--- src/rtl/fp_normalize_round_if.sv ---
// ---------------------------------------------------------------------------
// fp_normalize_round_if
//
// Purpose:
//   Bundles the upstream operand handshake and the downstream result
//   handshake of the normalise/round stage into one interface.
//
// Signals:
//   in_valid / in_ready   upstream bundle handshake
//   in_sign               sign of the raw sum
//   in_exp                biased exponent of the larger operand
//   in_mant               mantissa sum, hidden bit at the MSB
//   in_cout               carry-out of the mantissa adder
//   in_grs                guard/round/sticky, guard at [2]
//   out_valid / out_ready result handshake
//   result                packed IEEE single {sign, exp, frac}
//   overflow              result saturated to infinity
//   zero                  result is zero
//
// Modports:
//   master  drives the operand bundle and out_ready (upstream/testbench side)
//   slave   the normalise/round block itself
// ---------------------------------------------------------------------------
interface fp_normalize_round_if #(
  parameter int EXP_W  = 8,
  parameter int MANT_W = 24
);

  logic                    in_valid;
  logic                    in_ready;
  logic                    in_sign;
  logic [EXP_W-1:0]        in_exp;
  logic [MANT_W-1:0]       in_mant;
  logic                    in_cout;
  logic [2:0]              in_grs;

  logic                    out_valid;
  logic                    out_ready;
  logic [EXP_W+MANT_W-1:0] result;
  logic                    overflow;
  logic                    zero;

  modport master (
    output in_valid, in_sign, in_exp, in_mant, in_cout, in_grs, out_ready,
    input  in_ready, out_valid, result, overflow, zero
  );

  modport slave (
    input  in_valid, in_sign, in_exp, in_mant, in_cout, in_grs, out_ready,
    output in_ready, out_valid, result, overflow, zero
  );

endinterface

--- src/rtl/fp_normalize_round.sv ---
// ---------------------------------------------------------------------------
// fp_normalize_round
//
// Purpose:
//   Output stage behind the single-precision mantissa adder/subtractor.
//   Normalises the raw sum (one right shift on carry-out, otherwise one
//   left shift per cycle), rounds to nearest-even and emits a packed
//   IEEE-754 single over a valid/ready handshake. One operation in flight.
//
// Ports:
//   clk  system clock, rising edge
//   rst  synchronous, active-high reset; aborts any operation in progress
//   bus  fp_normalize_round_if.slave carrying both handshakes, the operand
//        bundle and the result/flags
// ---------------------------------------------------------------------------
module fp_normalize_round #(
  parameter int EXP_W  = 8,
  parameter int MANT_W = 24
) (
  input  logic                 clk,
  input  logic                 rst,
  fp_normalize_round_if.slave  bus
);

  localparam int               FRAC_W  = MANT_W - 1;
  localparam logic [EXP_W-1:0] EXP_MAX = '1;
  localparam logic [EXP_W-1:0] EXP_ONE = EXP_W'(1);

  typedef enum logic [1:0] {
    IDLE,
    NORM,
    ROUND,
    OUT
  } state_t;

  state_t                  state_q, state_d;
  logic                    sign_q, sign_d;
  logic [EXP_W-1:0]        exp_q, exp_d;
  logic [MANT_W-1:0]       mant_q, mant_d;
  logic                    g_q, g_d;
  logic                    r_q, r_d;
  logic                    s_q, s_d;
  logic [EXP_W+MANT_W-1:0] result_q, result_d;
  logic                    overflow_q, overflow_d;
  logic                    zero_q, zero_d;

  logic [EXP_W-1:0]        capExpInc;
  logic                    roundUp;
  logic [MANT_W:0]         mantSum;
  logic [MANT_W-1:0]       rndMant;
  logic [EXP_W-1:0]        rndExp;
  logic [EXP_W-1:0]        encExp;

  // Handshake outputs come straight from the state: we only take a bundle
  // while idle and only present a result while parked in OUT.
  assign bus.in_ready  = (state_q == IDLE);
  assign bus.out_valid = (state_q == OUT);
  assign bus.result    = result_q;
  assign bus.overflow  = overflow_q;
  assign bus.zero      = zero_q;

  // Exponent after the carry-out right shift, needed at capture time to
  // spot the case where the carry alone pushes us to infinity.
  assign capExpInc = bus.in_exp + EXP_ONE;

  // Round-to-nearest-even datapath used in the ROUND state. A carry out of
  // the mantissa renormalises to 1.000... with the exponent bumped. When the
  // rounded mantissa has its hidden bit set the exponent field is at least 1,
  // which is what lets a subnormal that rounds up to 0x800000 become the
  // smallest normal. With no hidden bit the value is subnormal and encodes
  // exponent 0.
  always_comb begin
    roundUp = g_q & (r_q | s_q | mant_q[0]);
    mantSum = {1'b0, mant_q} + {{MANT_W{1'b0}}, roundUp};
    rndMant = mantSum[MANT_W-1:0];
    rndExp  = exp_q;
    encExp  = '0;
    if (mantSum[MANT_W]) begin
      rndMant = {1'b1, {FRAC_W{1'b0}}};
      rndExp  = exp_q + EXP_ONE;
    end
    if (rndMant[MANT_W-1]) begin
      encExp = (rndExp == '0) ? EXP_ONE : rndExp;
    end
  end

  // Next-state and datapath process. Everything holds by default; each
  // state only overrides what it actually changes. The early exits at
  // capture (special passthrough, exact zero, carry overflow) jump straight
  // to OUT so their result is ready one cycle after the accept edge.
  always_comb begin
    state_d    = state_q;
    sign_d     = sign_q;
    exp_d      = exp_q;
    mant_d     = mant_q;
    g_d        = g_q;
    r_d        = r_q;
    s_d        = s_q;
    result_d   = result_q;
    overflow_d = overflow_q;
    zero_d     = zero_q;

    unique case (state_q)
      IDLE: begin
        if (bus.in_valid) begin
          sign_d     = bus.in_sign;
          overflow_d = 1'b0;
          zero_d     = 1'b0;
          if (bus.in_exp == EXP_MAX) begin
            result_d = {bus.in_sign, EXP_MAX, bus.in_mant[FRAC_W-1:0]};
            state_d  = OUT;
          end else if (!bus.in_cout && (bus.in_mant == '0)) begin
            result_d = '0;
            zero_d   = 1'b1;
            state_d  = OUT;
          end else if (bus.in_cout) begin
            mant_d = {1'b1, bus.in_mant[MANT_W-1:1]};
            g_d    = bus.in_mant[0];
            r_d    = bus.in_grs[2];
            s_d    = bus.in_grs[1] | bus.in_grs[0];
            exp_d  = capExpInc;
            if (capExpInc == EXP_MAX) begin
              result_d   = {bus.in_sign, EXP_MAX, {FRAC_W{1'b0}}};
              overflow_d = 1'b1;
              state_d    = OUT;
            end else begin
              state_d = NORM;
            end
          end else begin
            mant_d  = bus.in_mant;
            g_d     = bus.in_grs[2];
            r_d     = bus.in_grs[1];
            s_d     = bus.in_grs[0];
            exp_d   = bus.in_exp;
            state_d = NORM;
          end
        end
      end

      NORM: begin
        // Stop once the hidden bit is set, or once the exponent can go no
        // lower; in the latter case the value ends up subnormal.
        if (mant_q[MANT_W-1] || (exp_q <= EXP_ONE)) begin
          state_d = ROUND;
        end else begin
          mant_d = {mant_q[MANT_W-2:0], g_q};
          g_d    = r_q;
          r_d    = 1'b0;
          exp_d  = exp_q - EXP_ONE;
        end
      end

      ROUND: begin
        if (encExp == EXP_MAX) begin
          result_d   = {sign_q, EXP_MAX, {FRAC_W{1'b0}}};
          overflow_d = 1'b1;
          zero_d     = 1'b0;
        end else begin
          result_d   = {sign_q, encExp, rndMant[FRAC_W-1:0]};
          overflow_d = 1'b0;
          zero_d     = (encExp == '0) && (rndMant[FRAC_W-1:0] == '0);
        end
        state_d = OUT;
      end

      OUT: begin
        if (bus.out_ready) begin
          state_d = IDLE;
        end
      end

      default: begin
        state_d = IDLE;
      end
    endcase
  end

  // State and datapath registers. Reset returns to IDLE with cleared
  // result/flags and throws away whatever was being worked on.
  always_ff @(posedge clk) begin
    if (rst) begin
      state_q    <= IDLE;
      sign_q     <= 1'b0;
      exp_q      <= '0;
      mant_q     <= '0;
      g_q        <= 1'b0;
      r_q        <= 1'b0;
      s_q        <= 1'b0;
      result_q   <= '0;
      overflow_q <= 1'b0;
      zero_q     <= 1'b0;
    end else begin
      state_q    <= state_d;
      sign_q     <= sign_d;
      exp_q      <= exp_d;
      mant_q     <= mant_d;
      g_q        <= g_d;
      r_q        <= r_d;
      s_q        <= s_d;
      result_q   <= result_d;
      overflow_q <= overflow_d;
      zero_q     <= zero_d;
    end
  end

endmodule
--- src/flat_wrapper.sv ---
// flat-port wrapper written by rule: the top's interface ports become plain ports
module fp_normalize_round_flat 
#(
  parameter int EXP_W  = 8,
  parameter int MANT_W = 24
)
  (clk, rst, bus_in_valid, bus_in_sign, bus_in_exp, bus_in_mant, bus_in_cout, bus_in_grs, bus_out_ready, bus_in_ready, bus_out_valid, bus_result, bus_overflow, bus_zero);
  fp_normalize_round_if #(.EXP_W(EXP_W), .MANT_W(MANT_W)) bus_i ();
  input  logic clk;
  input  logic rst;
  input wire logic [$bits(bus_i.in_valid)-1:0] bus_in_valid;
  input wire logic [$bits(bus_i.in_sign)-1:0] bus_in_sign;
  input wire logic [$bits(bus_i.in_exp)-1:0] bus_in_exp;
  input wire logic [$bits(bus_i.in_mant)-1:0] bus_in_mant;
  input wire logic [$bits(bus_i.in_cout)-1:0] bus_in_cout;
  input wire logic [$bits(bus_i.in_grs)-1:0] bus_in_grs;
  input wire logic [$bits(bus_i.out_ready)-1:0] bus_out_ready;
  output wire logic [$bits(bus_i.in_ready)-1:0] bus_in_ready;
  output wire logic [$bits(bus_i.out_valid)-1:0] bus_out_valid;
  output wire logic [$bits(bus_i.result)-1:0] bus_result;
  output wire logic [$bits(bus_i.overflow)-1:0] bus_overflow;
  output wire logic [$bits(bus_i.zero)-1:0] bus_zero;
  assign bus_i.in_valid = bus_in_valid;
  assign bus_i.in_sign = bus_in_sign;
  assign bus_i.in_exp = bus_in_exp;
  assign bus_i.in_mant = bus_in_mant;
  assign bus_i.in_cout = bus_in_cout;
  assign bus_i.in_grs = bus_in_grs;
  assign bus_i.out_ready = bus_out_ready;
  assign bus_in_ready = bus_i.in_ready;
  assign bus_out_valid = bus_i.out_valid;
  assign bus_result = bus_i.result;
  assign bus_overflow = bus_i.overflow;
  assign bus_zero = bus_i.zero;
  fp_normalize_round #(.EXP_W(EXP_W), .MANT_W(MANT_W)) u_core (.clk(clk), .rst(rst), .bus(bus_i));
endmodule
--- config.mk ---
export PLATFORM = sky130hd
export DESIGN_NAME = fp_normalize_round_flat
export DESIGN_NICKNAME = d
export VERILOG_FILES = /design/src/rtl/fp_normalize_round_if.sv /design/src/rtl/fp_normalize_round.sv /design/src/flat_wrapper.sv
export SDC_FILE = /design/constraint.sdc
export NUM_CORES = 1
export LEC_CHECK = 0
export BUFFER_PORTS_ARGS = -buffer_cell sky130_fd_sc_hd__buf_2
export CORE_UTILIZATION = 55
export CTS_CLUSTER_DIAMETER = 60
export DETAILED_ROUTE_END_ITERATION = 6
export GPL_ROUTABILITY_DRIVEN = 0
export GPL_TIMING_DRIVEN = 0
export PLACE_DENSITY = 0.81
export SYNTH_ARGS = -nofsm -noshare
export SYNTH_HDL_FRONTEND = slang
export SYNTH_SLANG_ARGS = --single-unit
export TNS_END_PERCENT = 10
--- constraint.sdc ---
create_clock -name clk -period 8.3 [get_ports clk]
set_input_delay 1.66 -clock clk [delete_from_list [all_inputs] [get_ports clk]]
set_output_delay 1.66 -clock clk [all_outputs]
set_load 0.005 [all_outputs]
# Yosys cells after proc, flatten, opt, wreduce, memory -nomap -nowiden
# Cells that the tools add are included.
totals:
  reg_bits: 72
  input_bits: 41
  output_inout_bits: 36
  elab_cells: 108
op_classes:
  addsub: 4
  order_cmp: 1
  eq_ne: 14
  n_mux: 56
  n_bitwise: 6
  n_reduce_logical: 17
ops:
  columns: ["op", "count"]
  rows:
  - ["2-to-1 mux 32 bit", 5]
  - ["2-to-1 mux 24 bit", 6]
  - ["2-to-1 mux 8 bit", 8]
  - ["case mux 32 bit (2 select lines)", 1]
  - ["case mux 24 bit (2 select lines)", 1]
  - ["2-to-1 mux 31 bit", 1]
  - ["adder 24 x 1 -> 25 bit", 1]
  - ["equality test 8 bit (second input constant)", 3]
  - ["logical NOT 24 bit", 1]
  - ["logical NOT 23 bit", 1]
  - ["2-to-1 mux 1 bit", 21]
  - ["adder 8 x 1 -> 8 bit (second input constant)", 2]
  - ["logical NOT 8 bit", 2]
  - ["case mux 8 bit (2 select lines)", 1]
  - ["2-to-1 mux 2 bit", 7]
  - ["!= test 2 bit (second input constant)", 5]
  - ["<= comparator 8 x 1 -> 1 bit (second input constant)", 1]
  - ["case mux 1 bit (2 select lines)", 4]
  - ["case mux 2 bit (4 select lines)", 1]
  - ["AND reduction 4 bit", 2]
  - ["subtractor 8 x 1 -> 8 bit (second input constant)", 1]
  - ["AND reduction 5 bit", 1]
  - ["equality test 2 bit (second input constant)", 2]
  - ["!= test 4 x 1 -> 1 bit (second input constant)", 1]
  - ["13 further kinds", 19]

# Depth between registers and ports, before layout
logic_depth:
  word_depth: 12
  ltp_mapped: 11
  depth_no_buf: 9

# Worst setup path after synthesis
# No wires, ideal clock.
synth_path:
  path_kind: "input port to flip-flop"
  start: "input bus_in_exp[0]"
  end: "register u_core.mant_q[0]"
  setup_time_ns: 0.070
  arrival_time_ns: 3.444
  required_time_ns: 8.230
  slack_ns: 4.785
  cell_stages: 10
  n_path_buf: 2
  path_cell_list: "ha_1 nand3_1 or3_1 o211ai_1 nand2_1 o21ai_1 clkbuf_1 clkbuf_1 nand2_1 a21oi_1"
synth_via:
  elab_chain_cells: 3
synth_lines:
  columns: ["item", "line", "rtl"]
  rows:
  - ["start: declaration", "flat_wrapper.sv:13", "input wire logic [$bits(bus_i.in_exp)-1:0] bus_in_exp;"]
  - ["equality test 8 bit", "fp_normalize_round.sv:109", "if (bus.in_exp == EXP_MAX) begin"]
  - ["!= test 2 bit (no line)", null, null]
  - ["AND reduction 5 bit (no line)", null, null]
  - ["end signal: assignment", "fp_normalize_round.sv:196", "mant_q <= mant_d;"]
  - ["end: declaration", "fp_normalize_round.sv:39", "logic [MANT_W-1:0] mant_q, mant_d;"]
# Every way passes these cells.
# A chain may end at the register's enable or synchronous reset.

# Final worst setup path
layout_path:
  start: "input bus_in_mant[7]"
  end: "register u_core.mant_q[0]"
layout_via:
  elab_chain_cells: 4
layout_lines:
  columns: ["item", "line", "rtl"]
  rows:
  - ["start: declaration", "flat_wrapper.sv:14", "input wire logic [$bits(bus_i.in_mant)-1:0] bus_in_mant;"]
  - ["logical NOT 24 bit", "fp_normalize_round.sv:112", "end else if (!bus.in_cout && (bus.in_mant == '0)) begin"]
  - ["logical AND 1 bit", "fp_normalize_round.sv:112", null]
  - ["!= test 2 bit (no line)", null, null]
  - ["AND reduction 5 bit (no line)", null, null]
# Every way passes these cells.

==> flow_summary.ini <==
[logic_synthesis]
postSynth.asyncResetShare_pct = 0
ys_types = 64
synth_area_per_cell_sq_um = 7.44
synth.yosys.warnings = 0
syn-num-nets = 754
synth_cells = 703
synth-main-ff-cell = dfxtp_1
yosysTopAreaCell = dfxtp_1
synth-edff-count = 0
synth.area.top_cells = dfxtp_1 (28%), nand2_1 (7.9%), mux2i_1 (5.4%), nor2_1 (5.1%), a211oi_1 (5.0%)
syn_area_sq_um = 5230
ys_ff_latch = 72
ys_seq_area_share_pct = 27.6
synth_top_area_share_pct = 27.6

[worst_setup_path]
r2r_slack_ns = 4.75
crit_fanout = 10
critical_path_class = in -> reg
r2r_cells = 11
crit_arrival_ns = 4.23
r2r-end = u_core.mant_q[3]$_SDFFE_PP0P_
worstPathRequired_ns = 8.59
end_kind = flop
timing.rr.start = u_core.exp_q[0]$_SDFFE_PP0P_
startpoint_type = input pin

[power]
p_leak_uw = 0.00224
totalPowerFinal_uw = 2050
peakVddDrop_mv = 0.244
powerDensity_nw_per_um2 = 345

[timing]
layout_min_cycle_time_ns = 3.95
tns_ns = 0
final-max-slew-violation-count = 0
fmax_ghz = 0.253
setup_viol = 0
finalCritPeriodShare_pct = 47.6
max_slew.worst_pin.slew_ns = 0.760
fin_skew_ns = 0.0105
maxSlewHeadroom_pct = 49.3
rsz0062_at_grt = false
finalHoldViolations = 0

[detailed_routing]
drt-met1-wl_mm = 6.62
viasPerCell = 6.26
dr.pass1.iters = 5
wl_per_cell_um = 17.4
dr.max_layer_used = met4
ant_nets = 0
vias = 5761
wl_mm = 16.0
met3_wirelength_mm = 1.84
drcViolationCount = 0
drtIter0Drc = 489
wl_met2_mm = 7.07

[clock_tree]
clk_pin_slew_worst_paths_ns = 0.07
cts_hold_buf = 0
cts_setup_buffers = 0
insertion_delay_ns = 0.36
clockBufferDepth = 2
clock_sinks = 72
cts_resized = 0
cts_tree = yes
cts_root_buf = clkbuf_8
cts_made_buffers = 9
htree_levels = 3

[floorplanning]
rows = 35
core_area_sq_um = 9240
pin_count = 77
chipHeight_um = 99.5
start_util_pct = 56.6
die-area_sq_um = 9910
die_w_um = 99.5

[global_routing]
grt_max_degree = 12
grt_pass1_wl_mm = 25.3
grt_pass1_vias = 5033
grt_overflow = 0
antenna_found_initial = 0
grt_usage_pct = 32.6

[layout]
fillers = 819
diodes = 0
syn_to_final_growth_pct = 13.8
fin_util_pct = 64.4
drive_gt1_share_pct = 14.8
fin_nets = 839
final_area_sq_um = 5950

[hold_path]
hold_path_depth = 2
worst_hold_path.endpoint = u_core.sign_q$_SDFFE_PP0P_
min_path_type = reg -> reg
hp-start = u_core.sign_q$_SDFFE_PP0P_

[placement]
dp.final_hpwl_mm = 12.5
place_area_sq_um = 5760
numPortBuffers = 74

[run_status]
outcome = complete, no violations

[flow_run]
cap_violations = 0
-- cell families (layout without fill, tap and decap cells) --
family / count (synthesis) / after routing / share of synthesized area (%)
flops: 72 / 72 / 27.6
mux: 28 / 28 / 5.36
xor+xnor: 44 / 44 / 7.37
compound gates: 175 / 175 / 23.7
simple gates: 297 / 297 / 27.3
buf+inv: 77 / 166 / 6.36
fa+ha+maj: 10 / 10 / 2.39
-- cell type report --
cell class	count	area, sq um	area share [%]
plain buffers	64	284	4.77
clock inverters	2	12.5	0.210
multi-input cells	554	3460	58.1
inverters	13	48.8	0.820
flip-flops and latches	72	1440	24.2
well taps	129	161	2.71
clock buffers	13	179	3.00
repair buffers	74	370	6.22
-- metrics by stage --
stage	hold slack, ns	worst slack [ns]	instances
2_1_floorplan	0.437	4.79	703
3_3_place_gp	0.447	4.15	906
3_5_place_dp	0.463	4.06	906
4_1_cts	0.472	4.42	921
5_1_grt	0.505	4.11	921
6_report	0.481	4.35	921
-- flip-flops by register name, indices dropped and copies added (netlist names) --
register             count
u_core.r_q               1
u_core.g_q               1
u_core.mant_q           24
u_core.state_q           2
u_core.bus.overflow      1
u_core.bus.result       32
u_core.s_q               1
u_core.exp_q             8
u_core.bus.zero          1
u_core.sign_q            1
-- where the power goes --
part           leakage, uW  switching [uW]  internal (uW)
sequential        0.000591             101            499
combinational      0.00155             746            437
clock            0.0000975             129            139
-- synth_stat cells, types with 11 or more instances --
library cell  number
nor2_1            71
mux2i_1           28
xnor2_1           26
a21oi_1           40
clkbuf_1          40
inv_1             11
nor3_1            20
nand3_1           24
o211ai_1          28
a22oi_1           13
nand4_1           18
a211oi_1          35
nand2_1          110
xor2_1            18
dfxtp_1           72
-- cell usage in the layout (no fill, tap or decap), types with 3 or more instances in the layout --
master      n
nand2_1   110
buf_2      84
dfxtp_1    72
nor2_1     71
clkbuf_1   40
a21oi_1    40
a211oi_1   35
o211ai_1   28
mux2i_1    28
xnor2_1    26
nand3_1    24
nor3_1     20
nand4_1    18
xor2_1     18
a22oi_1    13
clkbuf_8   13
inv_1      11
ha_1       10
nor4_1      9
o21ai_0     9
a32oi_1     8
and2_1      7
buf_1       7
and3_1      7
nand2b_1    6
a311oi_1    6
a31oi_1     5
buf_4       4
or4_1       4
o21ai_1     4
o31ai_1     4
o22ai_1     4
or3_1       3
nor2b_1     3
-- worst max-delay path, stage by stage --
cell      delay [ns]
buf_2           0.14
nor4_1          0.43
nand4_1         0.24
o211ai_1        0.45
nand2_1         0.10
o21ai_1         0.11
clkbuf_1        0.44
clkbuf_1        0.40
nand2_1         0.11
a21oi_1         0.15
-- worst max path at each step --
stage / startpoint / end / slack (ns) / cells after the start
final: bus_in_mant[7] / u_core.mant_q[0]$_SDFFE_PP0P_ / 4.35 / 10
after global routing: bus_in_mant[7] / u_core.mant_q[20]$_SDFFE_PP0P_ / 4.11 / 10
after CTS: bus_in_mant[7] / u_core.mant_q[0]$_SDFFE_PP0P_ / 4.42 / 10
after detailed placement: bus_in_mant[7] / u_core.mant_q[19]$_SDFFE_PP0P_ / 4.06 / 10
after global placement: bus_in_exp[0] / u_core.mant_q[2]$_SDFFE_PP0P_ / 4.15 / 11
after floorplan: bus_in_exp[0] / u_core.mant_q[0]$_SDFFE_PP0P_ / 4.79 / 10
-- metal layers --
layer,up-vias,global-route usage (%)
met5,-,0
met4,0,12.6
met3,50,7.38
met2,341,51.5
met1,2660,43.3
li1,2710,-
Note: power is estimated with default switching activity, not from simulation.
